==> config.mk <==
export PLATFORM = sky130hd
export DESIGN_NAME = uart_led_cmd_parser
export DESIGN_NICKNAME = d
export VERILOG_FILES = /design/src/rtl/uart_cmd_pkg.sv /design/src/rtl/hex_ascii_decode.sv /design/src/rtl/uart_led_cmd_parser.sv
export SDC_FILE = /design/constraint.sdc
export NUM_CORES = 1
export LEC_CHECK = 0
export CAP_MARGIN = 20
export CORE_MARGIN = 2
export CORE_UTILIZATION = 51
export DETAILED_ROUTE_END_ITERATION = 12
export GPL_TIMING_DRIVEN = 0
export PLACE_DENSITY = 0.81
export SYNTH_ARGS = -nofsm -noshare
export SYNTH_HDL_FRONTEND = slang
export SYNTH_SLANG_ARGS = --single-unit
==> constraint.sdc <==
create_clock -name i_Clock -period 3.7 [get_ports i_Clock]
set_clock_uncertainty 0.1 [all_clocks]
set_input_delay 0.555 -clock i_Clock [delete_from_list [all_inputs] [get_ports i_Clock]]
set_output_delay 0.555 -clock i_Clock [all_outputs]
set_load 0.005 [all_outputs]
==> src/rtl/uart_cmd_pkg.sv <==
// Shared constants and state encodings for the UART LED command parser.
// The parser turns "Lxxrrggbb<CR|LF>" frames into LED writes and a one-byte acknowledge.
package uart_cmd_pkg;

  localparam logic [7:0] CMD_L   = 8'h4C;
  localparam logic [7:0] CR      = 8'h0D;
  localparam logic [7:0] LF      = 8'h0A;
  localparam logic [7:0] ACK_OK  = 8'h4B;
  localparam logic [7:0] ACK_ERR = 8'h45;

  localparam int TIMEOUT_W = 32;

  typedef enum logic [2:0] {
    P_IDLE    = 3'd0,
    P_ADDR_HI = 3'd1,
    P_ADDR_LO = 3'd2,
    P_DATA    = 3'd3,
    P_TERM    = 3'd4,
    P_COMMIT  = 3'd5,
    P_DISCARD = 3'd6
  } parse_state_t;

  typedef enum logic [1:0] {
    A_IDLE  = 2'd0,
    A_START = 2'd1,
    A_HOLD  = 2'd2
  } ack_state_t;

  function automatic logic is_term(input logic [7:0] c);
    return (c == CR) || (c == LF);
  endfunction

endpackage

==> src/rtl/hex_ascii_decode.sv <==
// Combinational ASCII hex digit decoder: 0-9, A-F and a-f map to a nibble with a valid flag.
module hex_ascii_decode (
  input  logic [7:0] i_Char,
  output logic [3:0] o_Nibble,
  output logic       o_Valid
);

  // Letters share the same low nibble offset in upper and lower case.
  always_comb begin
    o_Nibble = 4'h0;
    o_Valid  = 1'b0;
    if ((i_Char >= 8'h30) && (i_Char <= 8'h39)) begin
      o_Nibble = i_Char[3:0];
      o_Valid  = 1'b1;
    end else if ((i_Char >= 8'h41) && (i_Char <= 8'h46)) begin
      o_Nibble = i_Char[3:0] + 4'd9;
      o_Valid  = 1'b1;
    end else if ((i_Char >= 8'h61) && (i_Char <= 8'h66)) begin
      o_Nibble = i_Char[3:0] + 4'd9;
      o_Valid  = 1'b1;
    end else begin
      o_Nibble = 4'h0;
      o_Valid  = 1'b0;
    end
  end

endmodule

==> src/rtl/uart_led_cmd_parser.sv <==
// Parses ASCII LED commands from the UART receive handshake, writes the LED register
// file on a good frame and returns 'K' or 'E' through the UART transmit handshake.
module uart_led_cmd_parser
  import uart_cmd_pkg::*;
#(
  parameter int CLOCK_FREQUENCY = 100000000,
  parameter int NUM_LEDS        = 8,
  parameter int TIMEOUT_MS      = 10
) (
  input  logic        i_Clock,
  input  logic        i_Reset,
  input  logic        i_Data_Ready,
  input  logic [7:0]  i_Data,
  output logic        o_Read_Data,
  output logic        o_Wr_En,
  output logic [7:0]  o_Wr_Addr,
  output logic [23:0] o_Wr_Data,
  input  logic        i_Busy_TX,
  output logic        o_Start,
  output logic [7:0]  o_TX_Data
);

  localparam logic [TIMEOUT_W-1:0] TMO_RELOAD = TIMEOUT_W'(CLOCK_FREQUENCY / 1000 * TIMEOUT_MS);

  parse_state_t r_state;
  parse_state_t w_state_next;
  ack_state_t   r_ack_state;
  ack_state_t   w_ack_state_next;

  logic                 r_read;
  logic                 r_wr_en;
  logic [7:0]           r_wr_addr;
  logic [23:0]          r_wr_data;
  logic                 r_start;
  logic [7:0]           r_tx_data;
  logic [7:0]           r_index;
  logic [23:0]          r_color;
  logic [2:0]           r_nib_cnt;
  logic [TIMEOUT_W-1:0] r_tmo;
  logic                 r_ack_pend;
  logic [7:0]           r_ack_byte;

  logic       w_accept;
  logic       w_term;
  logic [3:0] w_nibble;
  logic       w_hex_valid;
  logic       w_active;
  logic       w_timeout;
  logic       w_idx_ok;
  logic       w_ack_set;
  logic [7:0] w_ack_val;
  logic       w_ack_fire;

  hex_ascii_decode u_hex (
    .i_Char   (i_Data),
    .o_Nibble (w_nibble),
    .o_Valid  (w_hex_valid)
  );

  // r_read masks the stale Data_Ready that lingers in the cycle after a read.
  assign w_accept  = i_Data_Ready & ~r_read;
  assign w_term    = is_term(i_Data);
  assign w_idx_ok  = ({24'd0, r_index} < 32'(NUM_LEDS));
  assign w_active  = (r_state == P_ADDR_HI) || (r_state == P_ADDR_LO) || (r_state == P_DATA) ||
                     (r_state == P_TERM) || (r_state == P_DISCARD);
  assign w_timeout = w_active & ~w_accept & (r_tmo == {TIMEOUT_W{1'b0}});

  assign o_Read_Data = r_read;
  assign o_Wr_En     = r_wr_en;
  assign o_Wr_Addr   = r_wr_addr;
  assign o_Wr_Data   = r_wr_data;
  assign o_Start     = r_start;
  assign o_TX_Data   = r_tx_data;

  // Parser state register.
  always_ff @(posedge i_Clock or posedge i_Reset) begin
    if (i_Reset) begin
      r_state <= P_IDLE;
    end else begin
      r_state <= w_state_next;
    end
  end

  // Parser next state and acknowledge requests.
  always_comb begin
    w_state_next = r_state;
    w_ack_set    = 1'b0;
    w_ack_val    = ACK_ERR;
    case (r_state)
      P_IDLE: begin
        if (w_accept) begin
          if (i_Data == CMD_L) begin
            w_state_next = P_ADDR_HI;
          end else if (w_term) begin
            w_state_next = P_IDLE;
          end else begin
            w_state_next = P_DISCARD;
          end
        end else begin
          w_state_next = P_IDLE;
        end
      end
      P_ADDR_HI, P_ADDR_LO, P_DATA: begin
        if (w_accept) begin
          if (w_hex_valid) begin
            case (r_state)
              P_ADDR_HI: w_state_next = P_ADDR_LO;
              P_ADDR_LO: w_state_next = P_DATA;
              P_DATA:    w_state_next = (r_nib_cnt == 3'd5) ? P_TERM : P_DATA;
              default:   w_state_next = P_DISCARD;
            endcase
          end else if (w_term) begin
            w_state_next = P_IDLE;
            w_ack_set    = 1'b1;
            w_ack_val    = ACK_ERR;
          end else begin
            w_state_next = P_DISCARD;
          end
        end else if (w_timeout) begin
          w_state_next = P_IDLE;
          w_ack_set    = 1'b1;
          w_ack_val    = ACK_ERR;
        end else begin
          w_state_next = r_state;
        end
      end
      P_TERM: begin
        if (w_accept) begin
          if (w_term) begin
            if (w_idx_ok) begin
              w_state_next = P_COMMIT;
            end else begin
              w_state_next = P_IDLE;
              w_ack_set    = 1'b1;
              w_ack_val    = ACK_ERR;
            end
          end else begin
            w_state_next = P_DISCARD;
          end
        end else if (w_timeout) begin
          w_state_next = P_IDLE;
          w_ack_set    = 1'b1;
          w_ack_val    = ACK_ERR;
        end else begin
          w_state_next = P_TERM;
        end
      end
      P_COMMIT: begin
        w_state_next = P_IDLE;
        w_ack_set    = 1'b1;
        w_ack_val    = ACK_OK;
      end
      P_DISCARD: begin
        if ((w_accept && w_term) || w_timeout) begin
          w_state_next = P_IDLE;
          w_ack_set    = 1'b1;
          w_ack_val    = ACK_ERR;
        end else begin
          w_state_next = P_DISCARD;
        end
      end
      default: begin
        w_state_next = P_IDLE;
      end
    endcase
  end

  // Index and colour shift registers; two index shifts leave the full byte in place.
  always_ff @(posedge i_Clock or posedge i_Reset) begin
    if (i_Reset) begin
      r_index   <= 8'h00;
      r_color   <= 24'h000000;
      r_nib_cnt <= 3'd0;
    end else if (w_accept && w_hex_valid) begin
      case (r_state)
        P_ADDR_HI: begin
          r_index <= {r_index[3:0], w_nibble};
        end
        P_ADDR_LO: begin
          r_index   <= {r_index[3:0], w_nibble};
          r_nib_cnt <= 3'd0;
        end
        P_DATA: begin
          r_color   <= {r_color[19:0], w_nibble};
          r_nib_cnt <= r_nib_cnt + 3'd1;
        end
        default: begin
          r_index <= r_index;
        end
      endcase
    end
  end

  // Inter-byte timeout; an accept in the expiry cycle reloads and wins.
  always_ff @(posedge i_Clock or posedge i_Reset) begin
    if (i_Reset) begin
      r_tmo <= {TIMEOUT_W{1'b0}};
    end else if (w_accept) begin
      r_tmo <= TMO_RELOAD;
    end else if (w_active && (r_tmo != {TIMEOUT_W{1'b0}})) begin
      r_tmo <= r_tmo - TIMEOUT_W'(1);
    end else begin
      r_tmo <= {TIMEOUT_W{1'b0}};
    end
  end

  // Read strobe and LED write port; address/data hold until the next commit.
  always_ff @(posedge i_Clock or posedge i_Reset) begin
    if (i_Reset) begin
      r_read    <= 1'b0;
      r_wr_en   <= 1'b0;
      r_wr_addr <= 8'h00;
      r_wr_data <= 24'h000000;
    end else begin
      r_read  <= w_accept;
      r_wr_en <= (w_state_next == P_COMMIT);
      if (w_state_next == P_COMMIT) begin
        r_wr_addr <= r_index;
        r_wr_data <= r_color;
      end
    end
  end

  // One-entry pending acknowledge; a new request beats the clear from the sender.
  always_ff @(posedge i_Clock or posedge i_Reset) begin
    if (i_Reset) begin
      r_ack_pend <= 1'b0;
      r_ack_byte <= 8'h00;
    end else if (w_ack_set) begin
      r_ack_pend <= 1'b1;
      r_ack_byte <= w_ack_val;
    end else if (w_ack_fire) begin
      r_ack_pend <= 1'b0;
    end
  end

  // Acknowledge sender state register.
  always_ff @(posedge i_Clock or posedge i_Reset) begin
    if (i_Reset) begin
      r_ack_state <= A_IDLE;
    end else begin
      r_ack_state <= w_ack_state_next;
    end
  end

  // A_START gives the transmitter one cycle to raise Busy before it is watched.
  always_comb begin
    w_ack_state_next = r_ack_state;
    w_ack_fire       = 1'b0;
    case (r_ack_state)
      A_IDLE: begin
        if (r_ack_pend && !i_Busy_TX) begin
          w_ack_fire       = 1'b1;
          w_ack_state_next = A_START;
        end else begin
          w_ack_state_next = A_IDLE;
        end
      end
      A_START: begin
        w_ack_state_next = A_HOLD;
      end
      A_HOLD: begin
        if (!i_Busy_TX) begin
          w_ack_state_next = A_IDLE;
        end else begin
          w_ack_state_next = A_HOLD;
        end
      end
      default: begin
        w_ack_state_next = A_IDLE;
      end
    endcase
  end

  // Transmit request and byte; the byte holds after the strobe.
  always_ff @(posedge i_Clock or posedge i_Reset) begin
    if (i_Reset) begin
      r_start   <= 1'b0;
      r_tx_data <= 8'h00;
    end else begin
      r_start <= w_ack_fire;
      if (w_ack_fire) begin
        r_tx_data <= r_ack_byte;
      end
    end
  end

endmodule

[After elaboration in Yosys (flattened, before gate mapping)]
Cells that the tools add are included.
Word-level totals
  register bits after elaboration: 124
  bits in latches: 0
  memory bits (writable): 0
  memory bits (read-only): 0
  input port bits: 12
  output and inout bits: 43
  word-level logic and storage cells: 107
  memories kept: 0
Cells by class
  add/subtract/negate cells: 3
  multipliers: 0
  divide/modulo/power cells: 0
  magnitude comparators: 7
  eq/ne operators: 13
  shift operators: 0
  mux-type cells: 40
  bitwise logic cells: 5
  reduce and logical (&&, ||, !) cells: 25
Operator list (number)
  $mux W32: 2
  $mux W3: 12
  $logic_not A32 Y1: 1
  $reduce_bool A32 Y1: 1
  $sub A32 B1 Y32 const B: 1
  $eq A8 B4 Y1 const B: 2
  $ge A8 B7 Y1 const B: 2
  $le A8 B7 Y1 const B: 2
  $mux W1: 16
  $mux W4: 4
  $eq A3 B3 Y1 const B: 5
  $pmux W3 S4: 1
  $pmux W3 S3: 1
  $eq A8 B7 Y1 const B: 1
  $ge A8 B6 Y1 const B: 1
  $le A8 B6 Y1 const B: 1
  $lt A8 B4 Y1 const B: 1
  $logic_and A1 B1 Y1: 7
  $eq A3 B2 Y1 const B: 2
  $logic_or A1 B1 Y1: 6
  $pmux W2 S3: 1
  $pmux W3 S2: 1
  $reduce_and A2 Y1: 3
  $add A4 B4 Y4 const B: 1
  other kinds (14): 18

[Longest topological paths before layout]
  word-level depth: 11
  depth in mapped cells: 10

[By module]
From an unflattened synthesis, not the netlist that was laid out.
Second synthesis, totals
  cell total of the unflattened synthesis: 435
  area total of the unflattened synthesis: 5332.6 µm²
By module, submodules not included
  uart_led_cmd_parser: times used 1, cells each 410, area an instance 5128.7 µm², seq. area each 2852.7 µm²
  hex_ascii_decode: times used 1, cells each 25, area an instance 203.9 µm², seq. area each 0.0 µm²

[Worst setup path before layout]
No wires, ideal clock.
  path type: input to register
  from: in i_Data[0]
  to: reg r_color[10]
  arrival time: 2346 ps
  data required time: 3473 ps
  setup slack: 1126 ps
  stages on the path: 8
  path buffers: 2
  cells stage by stage: inv_1 -> ha_1 -> o21bai_4 -> a2111oi_4 -> o2111a_1 -> buf_6 -> buf_6 -> mux2_1
On the way
  cells in the longest elaborated chain, start to end: 7
RTL lines
  start: declaration: line uart_led_cmd_parser.sv:13  | input logic [7:0] i_Data,
  $ge A8 B7 Y1 / $le A8 B7 Y1 (equally long branches): line hex_ascii_decode.sv:18  | end else if ((i_Char >= 8'h61) && (i_Char <= 8'h66)) begin
  $logic_and A1 B1 Y1: line hex_ascii_decode.sv:18
  $mux W1: line hex_ascii_decode.sv:18
  $mux W1: line hex_ascii_decode.sv:15  | end else if ((i_Char >= 8'h41) && (i_Char <= 8'h46)) begin
  $mux W1 (*): line hex_ascii_decode.sv:12  | if ((i_Char >= 8'h30) && (i_Char <= 8'h39)) begin
  $logic_and A1 B1 Y1 (*): line uart_led_cmd_parser.sv:174  | end else if (w_accept && w_hex_valid) begin
  $reduce_and A2 Y1 (no source line) (*)
  end signal: assignment: line uart_led_cmd_parser.sv:184  | r_color <= {r_color[19:0], w_nibble};
  end: declaration: line uart_led_cmd_parser.sv:37  | logic [23:0] r_color;
Mark *: on every way between the ends. The rest lies on a longest branch, timed or not.
A chain may end at the register's enable or synchronous reset.

[Final worst setup path]
  from: in i_Data[1]
  to: reg r_color[9]
Same word-level chain as after synthesis.

==> out/summary.txt <==
startpoint types -> input port
Antenna Violating Nets Remaining -> 0
H-tree Lvls -> 4
post-synth top area cell -> dfrtp_1
vias per std cell -> 5.50
synth top area cells -> dfrtp_1 54%, mux2_2 9.1%, xor2_1 3.6%
worst rel slew slack -> 0.426
largest net degree at the start of global routing -> 66
crit path max fanout -> 10
Setup WS post-layout -> 0.729 ns
clk buf depth -> 2
Ant. Diodes -> 0
slowest CP cell -> a2111oi_4
Worst-Skew Late Latency -> 0.52 ns
hold slack -> 0.272 ns
post-synthesis adder-cell area fraction -> 0.0212
hold path start -> i_Data[2]
CTS root buffer -> clkbuf_8
FMAX -> 0.337 GHz
Peak VDD IR -> 0.422 mV
register area share after synthesis -> 0.537
layout cells sized above 1 -> 0.222
critical path class -> in2reg
setup TNS -> 0 ns
r2r setup slk -> 1.23 ns
Power Dens Cells -> 554 nW/µm²
Hold Path Class -> in2reg
CP max stage delay -> 0.69 ns
Synth top area share -> 0.537
per-cell routed wire length -> 16.1 µm
Reg-to-Reg End -> o_Wr_Data[21]
commonest non-fill, non-tap cell in the layout -> dfrtp_1
Num CTS Buffers -> 17
Crit path required time -> 4.00 ns
Unique masters post-synth -> 65
global-route wire length before repair -> 18600 µm
r2r worst-path depth -> 5
DRT iter0 DRCs -> 336
row count -> 37
Hold Path Cell Cnt -> 3
Post-synth ARST share -> 1.00
WHS Endpoint -> r_index[2]
pre-CTS WS -> 0.263 ns
GPL Wtd Cong -> 0.853
syn_area_per_cell -> 12.0 µm²
initial antenna violation count -> 0
fill cell count -> 750
Leak -> 3.05 nW
XOR/XNOR Fraction of Synth Area -> 0.0461
commonest non-fill, non-tap cells in the layout -> 114 x dfrtp_1, 49 x clkdlybuf4s50_1, 44 x nor2_1, 43 x mux2_2, 25 x nand2_1
synthesized cell area -> 5320 µm²
Post-CTS Hold Fix Bufs -> 0
Port Buffers -> 49
Starting Density -> 0.520
Worst R2R Start -> r_index[3]
via count -> 3644
Synth Area in Simple Gates -> 0.149
die area -> 11300 µm²
Final Hold Vio Count -> 0
synth warn -> 0
IO Pins -> 55
clk slew on worst S/H paths -> 0.06 ns
Clock Sinks -> 114
critical path data arrival time -> 3.28 ns
cell mode on critical path -> buf_6
DRC errors left -> 0
Setup crit end kind -> flip-flop
DR pass1 iterations -> 5
final core occ -> 0.646
main combinational cell family by area after synthesis -> simple AND/OR/NAND/NOR gates
top_reg_cell synth -> dfrtp_1
status -> complete, no violations
vias in the first global route -> 3764
post-synthesis compound-gate area fraction -> 0.0725
Synth Register Bits -> 114
Tcrit/Tclk final -> 0.803
Slew Limit Fails -> 0
storage element area -> 2850 µm²
CTS tree -> yes
chip height -> 106 µm
net count reported at finish -> 535
count of final setup violators -> 0
Multi-input gate area -> 2250 µm²
number of synthesized flops with an enable pin -> 0
total global routing track utilization -> 0.211
Max Cap Viol -> 0
DP HPWL -> 7130 µm
Worst Max-Slew Pin Slew -> 0.849 ns
min cycle time layout -> 2.97 ns
post-CTS sizing -> 0
Post CTS Setup Buffer Count -> 0
core area -> 10200 µm²
grt total ovfl -> 0
non-filler cells in the finished layout -> 663
post-synthesis mux area share -> 0.133
Critical Path, Cell by Cell -> clkdlybuf4s50_1 > inv_1 > ha_1 > o21bai_4 > a2111oi_4 > o2111a_1 > buf_6 > buf_6 > mux2_1
placed cell count -> 631
P&R area growth vs syn -> 24.4%
Gate Count Post-Synth -> 443
Die W -> 106 µm
Routed WL -> 10700 µm
unrepaired setup endpoints after global routing -> no
[worst max path at each step]
stage                     startpoint      endpoint  slack (ns)  cells past startpoint
after floorplan              i_Reset   o_Read_Data        0.03                      1
after global placement       i_Reset  o_Wr_Addr[5]       -1.41                      2
after detailed placement   i_Data[1]    r_color[9]        0.26                      9
after CTS                  i_Data[1]   r_color[23]        0.75                      9
after global routing       i_Data[1]    r_color[9]        0.67                      9
final                      i_Data[1]    r_color[9]        0.73                      9
[stage by stage]
stage	cell area, µm²	total power [W]
2_1_floorplan	5320	0.00187
3_3_place_gp	5980	0.00201
3_5_place_dp	6010	0.00204
4_1_cts	6610	0.00368
5_1_grt	6610	0.00385
6_report	6610	0.00366
[logic make-up (layout without fill, tap and decap cells)]
| family | Yosys count | after routing |
|---|---|---|
| buffers and inverters | 38 | 120 |
| other | 1 | 3 |
| DFF | 114 | 114 |
| muxes | 60 | 60 |
| AOI/OAI and AO/OA | 54 | 54 |
| and+or+nand+nor | 139 | 139 |
| xor gates and xnor gates | 28 | 28 |
| adders and majority gates | 9 | 9 |
[cell type report]
cell class / instances / share of cell area
flip-flops and latches: 114 / 0.431
multi-input cells: 293 / 0.341
repair buffers: 50 / 0.0783
clock buffers: 19 / 0.0668
well taps: 136 / 0.0257
plain buffers: 23 / 0.0242
clock inverters: 13 / 0.0240
inverters: 15 / 0.00889
[power breakdown]
part           switching, W  total, W  internal (W)
clock              0.000574   0.00163       0.00106
sequential         0.000120   0.00149       0.00137
combinational      0.000287  0.000546      0.000259
total              0.000981   0.00366       0.00268
[flip-flops by register name (all words and copies together) (netlist names), 2 cells and up]
register / cells
r_tmo: 32
o_Wr_Data: 24
r_color: 24
o_Wr_Addr: 8
r_index: 8
o_TX_Data: 3
r_ack_byte: 3
r_nib_cnt: 3
r_state: 3
r_ack_state: 2
[routing by layer]
metal | global-route usage | up-vias | wire length [µm]
li1 | - | 1703 | -
met4 | 0.0742 | 0 | 191
met1 | 0.276 | 1826 | 4760
met5 | 0 | - | 0
met2 | 0.339 | 98 | 5300
met3 | 0.0589 | 17 | 454
[Yosys cell counts (6+ instances only)]
| cell | instances |
|---|---|
| o21ai_0 | 16 |
| mux2_2 | 43 |
| ha_1 | 9 |
| buf_4 | 7 |
| xor2_1 | 22 |
| dfrtp_1 | 114 |
| xnor2_1 | 6 |
| a21oi_1 | 14 |
| inv_1 | 15 |
| nor3_1 | 7 |
| nand3_1 | 12 |
| nor2_1 | 44 |
| mux2_4 | 10 |
| and2_1 | 6 |
| buf_2 | 6 |
| nand2_1 | 25 |
[worst max-delay path: cells and delay by family]
kind / cells / cell delay (ns)
AOI/OAI and AO/OA: 3 / 1.10
adders and majority gates: 1 / 0.25
buffers and inverters: 4 / 1.03
muxes: 1 / 0.32
Note: power is estimated with default switching activity, not from simulation.
